### config.mk
export PLATFORM = sky130hd
export DESIGN_NAME = sub3_serial
export DESIGN_NICKNAME = d
export VERILOG_FILES = /design/src/rtl/sub3_serial.sv
export SDC_FILE = /design/constraint.sdc
export NUM_CORES = 1
export LEC_CHECK = 0
export ABC_AREA = 1
export CELL_PAD_IN_SITES_DETAIL_PLACEMENT = 0
export CELL_PAD_IN_SITES_GLOBAL_PLACEMENT = 1
export CORE_ASPECT_RATIO = 0.9
export CORE_MARGIN = 10
export CORE_UTILIZATION = 42
export DETAILED_ROUTE_END_ITERATION = 8
export PLACE_DENSITY = 0.85
export SYNTH_ARGS = -nofsm -noshare
export SYNTH_HDL_FRONTEND = slang
export SYNTH_SLANG_ARGS = --single-unit
### constraint.sdc
create_clock -name clk -period 10.3 [get_ports clk]
set_clock_uncertainty 0.2 [all_clocks]
set_input_delay 2.06 -clock clk [delete_from_list [all_inputs] [get_ports clk]]
set_output_delay 2.06 -clock clk [all_outputs]
set_load 0.05 [all_outputs]
### src/rtl/sub3_serial.sv
// sub3_serial: digit-serial three-operand subtractor, c = (y - a - b) mod 2^N.
// Processes one 2-bit digit per clock, least significant digit first. The
// final borrow becomes the underflow flag. Operands enter and the result
// leaves through valid/ready handshakes. Only one operation is in flight.
module sub3_serial #(
    parameter int N = 32
) (
    input  logic         clk,
    input  logic         rst,
    input  logic         in_valid,
    output logic         in_ready,
    input  logic [N-1:0] y,
    input  logic [N-1:0] a,
    input  logic [N-1:0] b,
    output logic         out_valid,
    input  logic         out_ready,
    output logic [N-1:0] c,
    output logic         under
);

    localparam int DIGITS = (N + 1) / 2;
    localparam int W      = 2 * DIGITS;
    localparam int CW     = $clog2(DIGITS + 1);

    typedef enum logic [1:0] {
        IDLE,
        CALC,
        DONE
    } state_t;

    state_t        state;
    logic [W-1:0]  y_sh;
    logic [W-1:0]  a_sh;
    logic [W-1:0]  b_sh;
    logic [W-1:0]  res;
    logic [1:0]    borrow;
    logic [CW-1:0] cnt;
    logic [N-1:0]  c_reg;
    logic          under_reg;

    logic [3:0]    t;
    logic [1:0]    r;
    logic [1:0]    borrow_next;
    logic [W+1:0]  res_cat;
    logic [W-1:0]  res_next;

    // Handshake outputs depend on state only, so there is no path from in_valid or out_ready.
    assign in_ready  = (state == IDLE);
    assign out_valid = (state == DONE);
    assign c         = c_reg;
    assign under     = under_reg;

    // Digit slice: t = diff + 12 lies in 4..15. Adding 12, a multiple of 4, keeps
    // r = t mod 4 equal to diff mod 4, and the borrow out is 3 - floor(t/4), in 0..2.
    // NOTE: combinational logic uses blocking assignments. Every output is
    // assigned on every pass, so no latch can be inferred.
    always_comb begin
        t           = 4'd12 + {2'b00, y_sh[1:0]} - {2'b00, a_sh[1:0]}
                            - {2'b00, b_sh[1:0]} - {2'b00, borrow};
        r           = t[1:0];
        borrow_next = 2'd3 - t[3:2];
        res_cat     = {r, res};
        res_next    = res_cat[W+1:2];
    end

    // Control FSM with operand, result and flag registers. Reset clears every register.
    // NOTE: sequential state uses non-blocking assignments only, so every
    // register samples values from before the edge.
    always_ff @(posedge clk or posedge rst) begin
        if (rst) begin
            state     <= IDLE;
            y_sh      <= '0;
            a_sh      <= '0;
            b_sh      <= '0;
            res       <= '0;
            borrow    <= '0;
            cnt       <= '0;
            c_reg     <= '0;
            under_reg <= 1'b0;
        end else begin
            case (state)
                IDLE: begin
                    if (in_valid) begin
                        y_sh   <= W'(y);
                        a_sh   <= W'(a);
                        b_sh   <= W'(b);
                        res    <= '0;
                        borrow <= '0;
                        cnt    <= '0;
                        state  <= CALC;
                    end
                end
                CALC: begin
                    y_sh   <= y_sh >> 2;
                    a_sh   <= a_sh >> 2;
                    b_sh   <= b_sh >> 2;
                    res    <= res_next;
                    borrow <= borrow_next;
                    cnt    <= cnt + 1'b1;
                    if (cnt == CW'(DIGITS - 1)) begin
                        // The padding bit above N is dropped. A non-negative result always fits in N bits.
                        c_reg     <= res_next[N-1:0];
                        under_reg <= (borrow_next != 2'd0);
                        state     <= DONE;
                    end
                end
                DONE: begin
                    if (out_ready) begin
                        state <= IDLE;
                    end
                end
                default: state <= IDLE;
            endcase
        end
    end

endmodule
==> results_tabular.tex <==
\begin{tabular}{lr}
\hline
Metric & Value \\
\hline
\multicolumn{2}{l}{\textbf{Worst setup path}} \\
Worst setup path startpoint & in\_valid \\
Worst Setup Path Type & input port to register \\
Worst r2r src & state[0]\$\_DFFE\_PP0P\_ \\
Cell with the largest stage delay on the worst path & nor2\_4 \\
Max stage delay on crit path & 0.70 ns \\
Highest fanout seen on the critical path & 59 \\
Crit end category & register \\
Worst setup SP type & input port \\
Chain of cells forming the critical path & clkdlybuf4s50\_1, nand2\_4, nor2\_4, buf\_4, nand2\_1, nand3\_1 \\
Data arrival time at the worst-slack endpoint & approximately 4.2 ns \\
Critical Path RT & 10.47 ns \\
Worst Reg-to-Reg Cells & 6 \\
\multicolumn{2}{l}{\textbf{Synthesis}} \\
Distinct cell type count of the synthesized netlist & 25 \\
Cell count after synthesis & 796 \\
Area of the mapped netlist & 7141 µm² \\
Number of nets in the synthesized netlist & 906 \\
Number of warnings issued by yosys & 0 \\
Sequential cell area fraction in the yosys report & 58.88\% \\
Synthesis-stage register bit count & approximately 170 \\
Post-synthesis area per instance & 8.971 µm² \\
\multicolumn{2}{l}{\textbf{Floorplan}} \\
Die Area & between 20,000 and 25,000 µm² \\
Die Width & 157.4 µm \\
Core Footprint & 16,780 µm² \\
Number of core rows & 45 \\
Starting Density & 42.56\% \\
Overall die height & 143.7 µm \\
Boundary Pins & 135 \\
\multicolumn{2}{l}{\textbf{Clock tree}} \\
CTS tree & built \\
Clock network latency to the later pin of the worst-skew pair & 0.43 ns \\
CTS Root Buffer Type & clkbuf\_16 \\
H-Tree Depth & 4 \\
TritonCTS Sinks & approximately 170 \\
Number of setup buffers added after CTS & 0 \\
Bufs on Longest Clock Path & 2 \\
Resized cells post-CTS & 0 \\
TritonCTS buffer count & 17 \\
Worst-path clk slew & 0.07 ns \\
Number of hold buffers added after CTS & 0 \\
\multicolumn{2}{l}{\textbf{Outcome}} \\
Status & finished, final reports clean \\
\multicolumn{2}{l}{\textbf{Detailed routing}} \\
Total wire length & 16,980 µm \\
Vias/cell & 5.055 \\
Detail-routed net length per standard cell & around 15 µm \\
Via count & around 5,700 \\
Antenna violation net count after detailed routing & 0 \\
Iteration-0 DRC Markers & 428 \\
Number of remaining DRC errors & 0 \\
TritonRoute pass-1 iters & 4 \\
\multicolumn{2}{l}{\textbf{Layout}} \\
Most common cell after layout, fill and taps aside & nand2\_1 \\
Highest-count cells in the layout ignoring fill and taps & nand2\_1, nand3\_1, dfrtp\_1, clkdlybuf4s50\_1, inv\_1 \\
Layout cell share with drive strength beyond 1 & around 4.6\% \\
Area grow syn2layout & 26.88\% \\
Antenna fix cells & 0 \\
Layout net count & between 1,000 and 1,500 \\
\multicolumn{2}{l}{\textbf{GRT}} \\
Global-route usage over all layers & 15.43\% \\
Pin count of the biggest net entering global routing & 105 \\
Vias in the first global route & 5,542 \\
First-pass GRT wire length & 28,300 µm \\
Antenna violations before repair & 0 \\
Global-route congestion overflow total & 0 \\
\multicolumn{2}{l}{\textbf{Timing}} \\
Setup repair after global routing missed its margin & false \\
Least-Margin Pin Slew & 1.133 ns \\
Total negative slack for setup checks & 0 ns \\
Ratio of final minimum period to clock period & between 30\% and 40\% \\
Time the final worst path needs with I/O delays and setup & 4.075 ns \\
Relative max-transition margin & 24.28\% \\
Number of failing setup endpoints in the final timing report & 0 \\
Setup WS post-layout & 6.225 ns \\
Maximum operating frequency & about 0.25 GHz \\
Final count of hold timing violations & 0 \\
Total count of max-transition violations in the final report & 0 \\
\multicolumn{2}{l}{\textbf{Hold path}} \\
Startpoint of the worst hold path & c[4]\$\_DFFE\_PP0P\_ \\
Min-Delay Path Depth & 2 \\
Worst hold-check path type & register to register \\
\multicolumn{2}{l}{\textbf{Placement}} \\
Sum of net half-perimeters after detailed placement & 10,500 µm \\
Last weighted congestion value of the routability-driven placer & 0.7399 \\
Worst slack after detailed placement & 5.743 ns \\
Number of buffers inserted by port buffering & 134 \\
\multicolumn{2}{l}{\textbf{Pwr}} \\
Peak VDD IR & 143.8 µV \\
Total Power & 2.652 mW \\
Leak & 4.184 nW \\
Power density normalized to cell area & approximately 290 nW/µm² \\
\multicolumn{2}{l}{\textbf{Run}} \\
Max-capacitance violation count & 0 \\
\hline
\end{tabular}
==> synth_stat cells <==
cell      number  area share (%)
nor2_1         6            0.32
clkbuf_1      13            0.68
o22ai_1       30             2.6
fa_1           4             1.1
nand4_1        1           0.088
nor2_4         1            0.16
or2_2          1           0.088
buf_6          1            0.16
o21bai_1       1            0.11
ha_1           6             1.1
nand2_4        1            0.16
a21oi_1        1           0.070
buf_4          5            0.53
buf_2         31             2.2
inv_2          1           0.053
inv_4          1           0.088
dfrtp_1      168              59
nand2_1      245              13
o21ai_0       18             1.3
o21ai_1       16             1.1
inv_1         43             2.3
o31ai_1        1            0.11
nand2_2        2            0.18
buf_1          5            0.26
nand3_1      194              14
==> path summary, 6_finish.rpt <==
check / end / slack [ns]
worst max register to register: y_sh[12]$_DFFE_PP0P_ / 6.57
worst max-delay path: y_sh[12]$_DFFE_PP0P_ / 6.22
max in group asynchronous: a_sh[0]$_DFFE_PP0P_ / 6.54
min in group asynchronous: y_sh[13]$_DFFE_PP0P_ / 1.99
worst min-delay path: c[4]$_DFFE_PP0P_ / 0.28
worst min register to register: c[4]$_DFFE_PP0P_ / 0.28
==> power breakdown <==
part | internal [mW] | total [mW] | switching [mW]
Clock | 0.316 | 0.596 | 0.280
Sequential | 0.918 | 1.05 | 0.133
Combinational | 0.360 | 1.01 | 0.646
==> cell families (layout without fill, tap and decap cells) <==
kind of cell,Yosys count,in the layout,share of synthesized area [%]
compound gates,67,67,5.292
fa+ha+maj,10,10,2.173
buf+inv,100,215,6.203
flops,168,168,58.88
simple gates,451,451,27.46
==> through the flow <==
step           cell area (µm²)  utilization, %  std cells  hold WS [ns]
5_1_grt                   9060           54.00       1122        0.3115
3_5_place_dp              8514           50.75       1090        0.2729
4_1_cts                   9060           54.00       1122        0.2901
6_report                  9060           54.00       1122        0.2834
2_1_floorplan             7141               -        796        0.2658
3_3_place_gp              8514           50.75       1090        0.2640
==> routing by layer <==
layer  share of wire (%)  vias up  GRT usage, %
met4                 1.1        0         5.113
met5                   0        -             0
met1                  48     2689         22.06
met3                 5.9       14         4.840
li1                    -     2836             -
met2                  45      133         21.58
==> critical path, delay by kind of cell <==
| family | cells | cell delay (ns) |
|---|---|---|
| buf+inv | 2 | 1.14 |
| simple gates | 4 | 1.01 |
==> area by class of cell <==
type / count / area (µm²)
clock buffers: 19 / 432.9
clock inverters: 13 / 112.6
fillers: 1557 / 7719
inverters: 45 / 176.4
multi-input cells: 528 / 2499
flip-flops and latches: 168 / 4204
well taps: 211 / 264.0
repair buffers: 138 / 1371
Note: power is estimated with default switching activity, not from simulation.
